===== src/rtl/transmit_arbiter_if.sv =====
// transmit_arbiter_if: requester streams, the stream toward the transmit
// serializer, and arbitration status for transmit_arbiter.
// master: the arbiter's view. slave: the requesters/serializer side.
interface transmit_arbiter_if #(
  parameter int N = 4,
  parameter int W = 8
);
  logic [N*W-1:0] req_data;
  logic [N-1:0]   req_valid;
  logic [N-1:0]   req_last;
  logic [N-1:0]   req_ready;
  logic [W-1:0]   out_data;
  logic           out_valid;
  logic           out_ready;
  logic [N-1:0]   grant;
  logic           expired;

  modport master (
    input  req_data, req_valid, req_last, out_ready,
    output req_ready, out_data, out_valid, grant, expired
  );

  modport slave (
    output req_data, req_valid, req_last, out_ready,
    input  req_ready, out_data, out_valid, grant, expired
  );
endinterface


===== src/rtl/transmit_arbiter.sv =====
// transmit_arbiter: round-robin, message-atomic arbiter sharing one transmit
// serializer among N byte streams. A granted requester keeps the serializer
// until its last byte transfers. No data is buffered; the owner's stream is
// muxed straight through.
// Optional feature: define TRANSMIT_ARBITER_TIMEOUT_EN to revoke a grant after
// TIMEOUT consecutive owner-idle cycles (pulses expired).
module transmit_arbiter #(
  parameter int N       = 4,
  parameter int W       = 8,
  parameter int TIMEOUT = 1024
) (
  input  logic               clk,
  input  logic               rst,
  transmit_arbiter_if.master bus
);
  localparam int IW = (N > 1) ? $clog2(N) : 1;

  typedef enum logic {IDLE = 1'b0, GRANT = 1'b1} state_t;

  state_t       state_reg, state_next;
  logic [N-1:0] grant_reg, grant_next;
  logic [3:0]   ptr_reg, ptr_next;
  logic [3:0]   owner_reg, owner_next;
  logic [3:0]   owner_inc;

  logic [3:0]   cand_idx [N];
  logic [N-1:0] valid_rot;
  logic [N-1:0] pick_onehot;
  logic [3:0]   pick_idx;
  logic         pick_found;

  logic [W-1:0] data_masked [N];
  logic [W-1:0] out_data_mux;
  logic         owner_valid;
  logic         owner_last;
  logic         xfer;
  logic         timeout_hit;

  // Candidate k is requester (ptr + k) mod N, so k = 0 has top priority.
  // The owner mux is AND-OR over the one-hot grant, which is zero in IDLE.
  genvar gi;
  generate
    for (gi = 0; gi < N; gi++) begin : g_lane
      logic [4:0] sum;
      assign sum              = {1'b0, ptr_reg} + 5'(gi);
      assign cand_idx[gi]     = (sum >= 5'(N)) ? 4'(sum - 5'(N)) : sum[3:0];
      assign valid_rot[gi]    = bus.req_valid[cand_idx[gi][IW-1:0]];
      assign pick_onehot[gi]  = (pick_idx == 4'(gi));
      assign data_masked[gi]  = bus.req_data[gi*W +: W] & {W{grant_reg[gi]}};
    end
  endgenerate

  // Pick the first valid requester at or above ptr, wrapping modulo N.
  always_comb begin
    pick_idx   = '0;
    pick_found = 1'b0;
    for (int k = N - 1; k >= 0; k--) begin
      if (valid_rot[k]) begin
        pick_idx   = cand_idx[k];
        pick_found = 1'b1;
      end
    end
  end

  // Merge the masked owner data onto the single output lane.
  always_comb begin
    out_data_mux = '0;
    for (int k = 0; k < N; k++) begin
      out_data_mux = out_data_mux | data_masked[k];
    end
  end

  assign owner_valid = |(bus.req_valid & grant_reg);
  assign owner_last  = |(bus.req_last & grant_reg);
  assign xfer        = owner_valid & bus.out_ready;
  assign owner_inc   = (owner_reg == 4'(N - 1)) ? 4'd0 : owner_reg + 4'd1;

  assign bus.out_valid = owner_valid;
  assign bus.out_data  = out_data_mux;
  assign bus.req_ready = grant_reg & {N{bus.out_ready}};
  assign bus.grant     = grant_reg;

`ifdef TRANSMIT_ARBITER_TIMEOUT_EN
  logic [15:0] stall_reg;
  logic        expired_reg;

  // The counter's increment that would make it equal TIMEOUT instead revokes.
  assign timeout_hit = (state_reg == GRANT) && !owner_valid &&
                       (stall_reg == 16'(TIMEOUT - 1));
  assign bus.expired = expired_reg;

  // Count consecutive owner-idle GRANT cycles; stalls on ready never count.
  always_ff @(posedge clk) begin
    if (rst) begin
      stall_reg <= '0;
    end else if (state_reg != GRANT || state_next != state_reg || owner_valid) begin
      stall_reg <= '0;
    end else begin
      stall_reg <= stall_reg + 16'd1;
    end
  end

  // One-cycle pulse in the first IDLE cycle after a revoked grant.
  always_ff @(posedge clk) begin
    if (rst) begin
      expired_reg <= 1'b0;
    end else begin
      expired_reg <= timeout_hit;
    end
  end
`else
  logic unused_timeout;
  assign unused_timeout = ^16'(TIMEOUT);
  assign timeout_hit    = 1'b0;
  assign bus.expired    = 1'b0;
`endif

  // Next-state: grant from IDLE, release on last transfer or timeout.
  always_comb begin
    state_next = state_reg;
    grant_next = grant_reg;
    ptr_next   = ptr_reg;
    owner_next = owner_reg;
    case (state_reg)
      IDLE: begin
        if (pick_found) begin
          state_next = GRANT;
          grant_next = pick_onehot;
          owner_next = pick_idx;
        end
      end
      GRANT: begin
        if ((xfer && owner_last) || timeout_hit) begin
          state_next = IDLE;
          grant_next = '0;
          ptr_next   = owner_inc;
        end
      end
      default: state_next = IDLE;
    endcase
  end

  // State, grant and rotation pointer registers.
  always_ff @(posedge clk) begin
    if (rst) begin
      state_reg <= IDLE;
      grant_reg <= '0;
      ptr_reg   <= '0;
      owner_reg <= '0;
    end else begin
      state_reg <= state_next;
      grant_reg <= grant_next;
      ptr_reg   <= ptr_next;
      owner_reg <= owner_next;
    end
  end
endmodule


===== src/flat_wrapper.sv =====
// flat-port wrapper written by rule: the top's interface ports become plain ports
module transmit_arbiter_flat 
#(
  parameter int N       = 4,
  parameter int W       = 8,
  parameter int TIMEOUT = 1024
)
  (clk, rst, bus_req_data, bus_req_valid, bus_req_last, bus_out_ready, bus_req_ready, bus_out_data, bus_out_valid, bus_grant, bus_expired);
  transmit_arbiter_if #(.N(N), .W(W)) bus_i ();
  input  logic clk;
  input  logic rst;
  input wire logic [$bits(bus_i.req_data)-1:0] bus_req_data;
  input wire logic [$bits(bus_i.req_valid)-1:0] bus_req_valid;
  input wire logic [$bits(bus_i.req_last)-1:0] bus_req_last;
  input wire logic [$bits(bus_i.out_ready)-1:0] bus_out_ready;
  output wire logic [$bits(bus_i.req_ready)-1:0] bus_req_ready;
  output wire logic [$bits(bus_i.out_data)-1:0] bus_out_data;
  output wire logic [$bits(bus_i.out_valid)-1:0] bus_out_valid;
  output wire logic [$bits(bus_i.grant)-1:0] bus_grant;
  output wire logic [$bits(bus_i.expired)-1:0] bus_expired;
  assign bus_i.req_data = bus_req_data;
  assign bus_i.req_valid = bus_req_valid;
  assign bus_i.req_last = bus_req_last;
  assign bus_i.out_ready = bus_out_ready;
  assign bus_req_ready = bus_i.req_ready;
  assign bus_out_data = bus_i.out_data;
  assign bus_out_valid = bus_i.out_valid;
  assign bus_grant = bus_i.grant;
  assign bus_expired = bus_i.expired;
  transmit_arbiter #(.N(N), .W(W), .TIMEOUT(TIMEOUT)) u_core (.clk(clk), .rst(rst), .bus(bus_i));
endmodule

===== config.mk =====
export PLATFORM = sky130hd
export DESIGN_NAME = transmit_arbiter_flat
export DESIGN_NICKNAME = d
export VERILOG_FILES = /design/src/rtl/transmit_arbiter_if.sv /design/src/rtl/transmit_arbiter.sv /design/src/flat_wrapper.sv
export SDC_FILE = /design/constraint.sdc
export NUM_CORES = 1
export LEC_CHECK = 0
export BUFFER_PORTS_ARGS = -buffer_cell sky130_fd_sc_hd__buf_2
export CAP_MARGIN = 20
export CORE_UTILIZATION = 33
export CTS_BUF_LIST = sky130_fd_sc_hd__clkbuf_4 sky130_fd_sc_hd__clkbuf_8
export CTS_CLUSTER_SIZE = 12
export DETAILED_ROUTE_END_ITERATION = 16
export GPL_TIMING_DRIVEN = 0
export PLACE_DENSITY = 0.64
export RECOVER_POWER = 50
export SYNTH_ARGS = -nofsm -noshare
export SYNTH_HDL_FRONTEND = slang
export SYNTH_SLANG_ARGS = --single-unit

===== constraint.sdc =====
create_clock -name clk -period 3.18 [get_ports clk]
set_input_delay 0.795 -clock clk [delete_from_list [all_inputs] [get_ports clk]]
set_output_delay 0.795 -clock clk [all_outputs]
set_load 0.05 [all_outputs]

==> results by stage, run 1 <==
STA:
- The relative slew slack is 59.7%.
- The worst-case setup margin in the final layout is 0.309 ns.
- The maximum frequency from static timing analysis is 348 MHz.
- Setup violations remaining at the end of the flow were counted as 0.
- The minimum period implied by the final worst setup slack is 2.87 ns.
- The max-slew violation total from the final report was 0.
- Dividing the final minimum period by the clock period gives 90.3%.
- The final number of hold-violating endpoints is 0.
- Setup repair after global routing left no endpoint under its margin.
- The worst-margin pin slew is 0.606 ns.
- On the final layout, the worst clock skew is 0.00325 ns.
- The setup total negative slack is 0 ns.
- The worst hold margin is 0.535 ns.

Place:
- The HPWL reported at the end of detailed placement is 3.24 mm.
- Prior to clock tree synthesis, the placed netlist has a worst setup slack of 0.329 ns.
- The number of placed instances, taps included is 301.
- Port buffering added 57 buffers.
- At the end of routability-driven placement, the weighted congestion stood at 0.784.

Status:
- The flow ran to the end, and the final reports show no timing, DRC or antenna violations.

Power:
- The total leakage power is 0.000869 uW.
- IR analysis of the VDD net gives a maximum drop of 0.120 mV.
- The total power per unit cell area is 254 mW/mm^2.

Clocking:
- The root buffer cell is sky130_fd_sc_hd__clkbuf_8.
- TritonCTS created 3 clock buffers.
- The register clock-pin slew on the reported worst setup and hold paths is 0.05 ns.
- TritonCTS built the clock tree.
- At the later pin of the worst-skew pair, clock insertion delay measures 0.24 ns.
- The count of hold buffers inserted by post-cts repair is 0.
- CTS built an H-tree with a depth of 1.
- The total setup buffers inserted after CTS is 0.
- The post-cts sizing count is 0.
- No sink is reached through more buffers than the 2 on the longest clock path.
- The total clock sinks is 13.

Floorplan:
- The core area is 0.00435 mm^2.
- In this run the horizontal extent of the chip is 69.5 um.
- The number of top-level pins is 61.
- The count of standard-cell rows is 24.
- The initial cell density of the core is 34.6%.
- The full die area is 0.00484 mm^2.
- Measured along the y axis, the die boundary spans 69.5 um.

Route:
- The post-detailed-route DRC marker count is 0.
- The first-iteration detailed-routing DRC count is 127.
- The via count is 1605.
- The residual antenna-violating net count after detailed routing is 0.
- The final wirelength is 4.05 mm.
- The number of detailed-route iterations in the first pass is 4.
- The via-per-instance ratio is 5.26.
- The average wire per standard cell is 13.3 um.

Synthesis:
- The post-synth net total is 248.
- The sequential area share after synthesis is 17.3%.
- After synthesis, the cell types taking the most area are sky130_fd_sc_hd__dfxtp_1 (17%), sky130_fd_sc_hd__ha_1 (11%), sky130_fd_sc_hd__a22oi_1 (10%), sky130_fd_sc_hd__nand2_1 (4.7%), sky130_fd_sc_hd__mux4_1 (3.5%).
- The netlist area before placement is 0.00151 mm^2.
- Counting flops with an async set or reset pin after synthesis yields a share of 0%.
- The mean post-synth cell area is 7.84 um^2.
- The area fraction of the dominant cell type after synthesis is 17.3%.
- In this run, synthesis produced a sequential element count of 13.
- Counting flops with a built-in enable in the synthesized netlist gives 0.
- The number of distinct library cells after synthesis is 54.
- The most used flip-flop cell after synthesis is sky130_fd_sc_hd__dfxtp_1.
- The biggest area contributor in the post-synthesis netlist is sky130_fd_sc_hd__dfxtp_1.
- The cell count after synthesis came out at 192.
- The count of synthesis-stage warnings from yosys is 0.

Worst hold path:
- The class of the tightest hold or removal check is reg -> reg.
- The hold-critical path endpoint is u_core.owner_reg[2]$_SDFFE_PP0P_.
- The depth of the worst hold-timing path is 2.
- The worst hold path begins at u_core.owner_reg[2]$_SDFFE_PP0P_.

Global routing:
- The number of antenna violations at the first check in global routing came to 0.
- For this run, global-route usage on met1 was measured as 24.2%.
- The global-route layer with the greatest usage is met2.
- The overall overflow remaining after global route is 0.
- For this run, the total global-route usage over all layers was measured as 16.8%.
- For met3 alone, demand over resource in global routing was 1.74%.
- The largest net degree at the start of global routing is 11.
- The via count of the first global-routing pass is 1465.
- The met2 capacity usage during global routing is 26.6%.
- The first global-routing pass estimated 6.79 mm of wire.

Setup path:
- The number of buffer and inverter instances along the worst setup path is 3.
- The startpoint identified for the worst register-to-register timing path is u_core.ptr_reg[1]$_SDFFE_PP0P_.
- The largest individual stage delay along the critical path comes from the cell sky130_fd_sc_hd__or4b_4.
- For the worst setup path, the data arrival time is 3.06 ns.
- The kind of cell with the highest combined delay along the critical path is buffers and inverters.
- The cell count of the worst reg-to-reg path is 9.
- By startpoint and endpoint, the worst setup path is classified as reg -> reg.
- The highest cell delay on the worst timing path is 0.52 ns.
- Along the worst path, the maximum fanout reaches 10.
- The worst register-to-register path has a setup slack of 0.31 ns.
- STA classifies the critical path startpoint as a flip-flop.
- The element type at the critical path end is a flip-flop.
- The worst reg2reg path endpoint is u_core.bus.grant[1]$_SDFFE_PP0P_.
- The critical path goes through buf_2 > inv_1 > ha_1 > clkbuf_1 > mux4_2 > o211a_2 > or4b_4 > nor2_1 > a32o_1.
- The data required time of the worst path is 3.37 ns.

Finish:
- Cells with a size suffix above 1 make up 25.7% of the layout.
- The area growth from synthesis to layout is 25.5%.
- The multi-input combinational cells in the finished layout cover a total of 0.00112 mm^2.
- Leaving out filler cells and counting taps, the final layout contains 305.
- The sequential cells in the finished layout cover a total of 260 um^2.
- For this run, the post-layout net count is 310.
- The number of antenna diodes in the final layout is 0.
- The number of fill cells in the layout is 461.

Job:
- The tool flagged a number of max-cap violations equal to 0.
power breakdown:
part | leakage [uW] | internal (uW) | switching, uW
combinational | 0.000736 | 53.4 | 97.2
clock | 0.0000262 | 97.0 | 58.2
sequential | 0.000106 | 169 | 5.59
total | 0.000869 | 319 | 161
worst max path at each step:
stage / end / cells past startpoint / startpoint
after global routing: u_core.bus.grant[1]$_SDFFE_PP0P_ / 9 / u_core.ptr_reg[1]$_SDFFE_PP0P_
after detailed placement: u_core.bus.grant[1]$_SDFFE_PP0P_ / 9 / u_core.ptr_reg[1]$_SDFFE_PP0P_
after CTS: u_core.bus.grant[1]$_SDFFE_PP0P_ / 9 / u_core.ptr_reg[1]$_SDFFE_PP0P_
after floorplan: u_core.bus.grant[0]$_SDFFE_PP0P_ / 9 / u_core.ptr_reg[1]$_SDFFE_PP0P_
final: u_core.bus.grant[1]$_SDFFE_PP0P_ / 9 / u_core.ptr_reg[1]$_SDFFE_PP0P_
after global placement: u_core.bus.grant[1]$_SDFFE_PP0P_ / 9 / u_core.ptr_reg[1]$_SDFFE_PP0P_
cells in the mapped netlist, drive strengths merged (2+ instances only):
library cell  count
o21ai             8
nor3              5
and2              6
mux4              3
clkbuf            8
a21oi             8
nor2b             3
a211oi            4
o31ai             2
mux2i             5
nor2             14
nand2b            2
ha               13
buf               8
dfxtp            13
nand3             3
a22oi            20
xor2              2
o31a              2
a32o              4
nand2            19
xnor2             4
inv              11
cells in the final DEF, fill, tap and decap left out, drive strengths merged, types with 3 or more instances in the layout:
cell / instances
buf: 53
clkbuf: 24
a22oi: 20
nand2: 19
nor2: 14
ha: 13
dfxtp: 13
inv: 11
a21oi: 8
o21ai: 8
and2: 6
mux2i: 5
nor3: 5
xnor2: 4
a211oi: 4
a32o: 4
nand3: 3
nor2b: 3
mux4: 3
worst reg2reg max path: cells and delay by family (launching register included):
kind            cells  cell delay (ns)
buf+inv             3             0.70
fa+ha+maj           1             0.29
mux                 1             0.43
compound gates      2             0.35
flops               1             0.43
simple gates        2             0.62
routing by layer:
layer | vias to the layer above | routed length, um
li1 | 845 | -
met1 | 734 | 1990
met2 | 21 | 1940
met3 | 5 | 81
met4 | 0 | 38
met5 | - | 0
cell type report:
cell class,count,area share [%]
timing repair buffer,57,14.4
clock buffer,4,2.58
sequential,13,13.8
multi-input combinational,152,59.5
buffer,16,4.17
inverter,11,2.19
tap,52,3.44
per-stage QoR:
step	util, %	cell area (um^2)	total power [uW]
after floorplan	-	1510	280
after global placement	42.6	1860	328
final	43.4	1890	480
after global routing	43.4	1890	503
after detailed placement	42.6	1860	329
after CTS	43.7	1900	482
cell families (layout without fill, tap and decap cells):
| kind of cell | Yosys count | count (layout) | share of synthesized area (%) |
|---|---|---|---|
| compound gates | 62 | 62 | 30.4 |
| simple gates | 61 | 61 | 20.6 |
| buf+inv | 27 | 88 | 8.06 |
| fa+ha+maj | 13 | 13 | 10.8 |
| flops | 13 | 13 | 17.3 |
| mux | 9 | 9 | 9.06 |
| xor+xnor | 6 | 6 | 3.49 |
| other cells | 1 | 1 | 0.249 |
Power figures use the tool's default switching activity.
==> run 2: changes to the inputs <==
Settings changed: CORE_MARGIN set to 10, CTS_CLUSTER_SIZE 12 to not set, PLACE_DENSITY 0.64 to 0.65.
==> results by stage, run 2 (same netlist as run 1, synthesis figures left out) <==
Setup path:
- The data arrival time at the worst-slack endpoint was 3.05 ns (about the same).
- The data required time of the worst path is 3.36 ns (about the same).
- The worst setup path is launched from a flip-flop.
- The path type of the worst setup path is reg -> reg.
- The worst setup path is captured at a flip-flop.
- The largest fanout of any net on the critical path is 10 (unchanged).

Clocking:
- The insertion delay of the later-clocked pin in the worst-skew pair was 0.24 ns (about the same).
- The post-cts sizing count is 0 (unchanged).
- The maximum clock insertion buffer count is 2 (unchanged).
- The register clock-pin slew on the reported worst setup and hold paths is 0.05 ns (about the same).
- The number of buffers created by CTS came to 3 (unchanged).
- The H-tree depth is 1 (unchanged).
- TritonCTS built the clock tree.
- The tree is rooted in a sky130_fd_sc_hd__clkbuf_8.
- The count of hold buffers inserted by post-cts repair is 0 (unchanged).
- The total clock sinks is 13 (unchanged).
- The total setup buffers inserted after CTS is 0 (unchanged).

Finish:
- The final instance area is 0.00189 mm^2 (about the same).
- The top cell types in the final layout, fill and taps aside, are sky130_fd_sc_hd__buf_2 (52), sky130_fd_sc_hd__a22oi_1 (20), sky130_fd_sc_hd__nand2_1 (19).
- The layout overhead on the synthesized area is 25.6% (about the same).
- The count of non-filler cells in the finished layout is 305 (unchanged).
- The final net count came to 310 (unchanged).
- The layout cell share with drive strength beyond 1 is 26.1% (+0.40 points).
- The library cell used most frequently in the layout, excluding fill and tap cells, is sky130_fd_sc_hd__buf_2.
- The number of diodes added for antenna fixing was 0 (unchanged).

Floorplan:
- The core area is 0.00438 mm^2 (+0.69%).
- The chip width is 87.5 um (+26%).
- The number of top-level pins is 61 (unchanged).
- The full die area is 0.00766 mm^2 (+58%).
- The initial cell density of the core is 34.3% (-0.24 points).
- The count of standard-cell rows is 24 (unchanged).
- The y dimension of the die was 87.5 um (+26%).

Power:
- The combinational group share of total power is 31.4% (about the same).
- The switching fraction of total power is 33.3% (-0.17 points).
- The total leakage power is 0.000873 uW (+0.47%).
- The largest voltage drop on the vdd net came to 0.107 mV (-11%).
- The sequential group share of total power is 36.4% (about the same).
- The total power of the final layout came to 479 uW (-0.19%).
- The power spent charging and discharging nets is 160 uW (-0.69%).
- The total internal power is 320 uW (about the same).
- The total power per unit cell area came to 254 mW/mm^2 (-0.25%).
- The part of the total power dissipated in the clock network is 32.1% (-0.2 points).

Global routing:
- The first-pass GRT wire length is 7.11 mm (+4.7%).
- The overall overflow remaining after global route came to 0 (unchanged).
- The largest net degree at the start of global routing was 11 (unchanged).
- The overall global routing resource usage is 11.0% (-5.8 points).
- The via count of the first global-routing pass is 1511 (+3.1%).
- The number of antenna violations at the first check in global routing is 0 (unchanged).

STA:
- The maximum frequency from static timing analysis is 348 MHz (about the same).
- The minimum period implied by the final worst setup slack was 2.87 ns (-0.0000160 ns).
- The ratio of final minimum period to clock period is 90.3% (about the same).
- The worst-margin pin slew is 0.623 ns (+0.0168 ns).
- The clock tree skew after final layout came to 0.000794 ns (-0.00246 ns).
- The setup total negative slack is 0 ns (unchanged).
- Setup repair after global routing left no endpoint under its margin.
- The worst hold margin is 0.522 ns (-0.0137 ns).
- The relative slew slack is 58.6% (-1.1 points).
- The max-slew violation total from the final report is 0 (unchanged).
- The setup violation total in the final timing report was 0 (unchanged).
- The final number of hold-violating endpoints is 0 (unchanged).

Route:
- The residual antenna-violating net count after detailed routing is 0 (unchanged).
- The average wire per standard cell is 14.5 um (+9.3%).
- The detailed-routed wire length on met3 was 222 um (+170%).
- After detailed routing, no signal wire sits above met4.
- The detailed-route wire length on metal 1 came to 1.88 mm (-5.2%).
- The post-detailed-route DRC marker count is 0 (unchanged).
- The final wirelength is 4.43 mm (+9.3%).
- The via count is 1601 (-0.25%).
- The first-iteration detailed-routing DRC count is 60 (-53%).
- The met2 wirelength from detailed routing is 2.29 mm (+18%).
- The number of detailed-route iterations in the first pass is 4 (unchanged).
- The via-per-instance ratio is 5.25 (-0.25%).

Status:
- The flow ran to the end, and the final reports show no timing, DRC or antenna violations.

Job:
- The number of maximum-capacitance constraint violations came to 0 (unchanged).

Place:
- The number of buffers inserted by port buffering is 57 (unchanged).
- The total cell area at the placement stage is 0.00186 mm^2 (unchanged).
- The final weighted congestion in routability-driven placement came to 0.817 (+4.1%).
- The HPWL reported at the end of detailed placement is 3.61 mm (+11%).
- The number of placed instances, taps included is 301 (unchanged).

Worst hold path:
- The tightest min-delay check is of the reg -> reg type.
run 2: worst paths after layout:
path / startpoint / to / slack (ns) / cells after the start
max: u_core.ptr_reg[1]$_SDFFE_PP0P_ / u_core.bus.grant[1]$_SDFFE_PP0P_ / 0.31 / 9
min: u_core.owner_reg[2]$_SDFFE_PP0P_ / u_core.owner_reg[2]$_SDFFE_PP0P_ / 0.52 / 2
max reg2reg: u_core.ptr_reg[1]$_SDFFE_PP0P_ / u_core.bus.grant[1]$_SDFFE_PP0P_ / 0.31 / 9
min reg2reg: u_core.owner_reg[2]$_SDFFE_PP0P_ / u_core.owner_reg[2]$_SDFFE_PP0P_ / 0.52 / 2
run 2: routing by layer:
metal | global-route usage, % | vias up
met2 | 18.9 | 45
met1 | 13.3 | 719
met4 | 2.61 | 0
met5 | 0 | -
li1 | - | 833
met3 | 2.88 | 4
run 2: power groups by stage:
stage               Clock (uW)  Combinational (uW)  Sequential, uW
finish                     154                 151             175
global placement             0                 151             178
floorplan                    0                96.6             183
detailed placement           0                 152             178
global route               167                 164             175
CTS                        159                 153             175
run 2: metrics by stage:
stage          util [%]  worst slack (ns)
6_report           43.1             0.309
5_1_grt            43.1             0.120
4_1_cts            43.4             0.294
3_5_place_dp       42.3             0.314
3_3_place_gp       42.3             0.320
2_1_floorplan         -             0.670
run 2: cell type report:
| class | instances | area, um^2 |
|---|---|---|
| fill | 466 | 2490 |
| timing repair buffer | 57 | 273 |
| sequential | 13 | 260 |
| buffer | 16 | 78.8 |
| inverter | 11 | 41.3 |
| tap | 52 | 65.1 |
| clock buffer | 4 | 48.8 |
| multi-input combinational | 152 | 1120 |
run 2: worst max-delay path, stage by stage, from the launching register on:
cell	delay, ns
sky130_fd_sc_hd__dfxtp_1	0.41
sky130_fd_sc_hd__buf_2	0.26
sky130_fd_sc_hd__inv_1	0.14
sky130_fd_sc_hd__ha_1	0.29
sky130_fd_sc_hd__clkbuf_1	0.30
sky130_fd_sc_hd__mux4_2	0.43
sky130_fd_sc_hd__o211a_2	0.19
sky130_fd_sc_hd__or4b_4	0.52
sky130_fd_sc_hd__nor2_1	0.10
sky130_fd_sc_hd__a32o_1	0.17
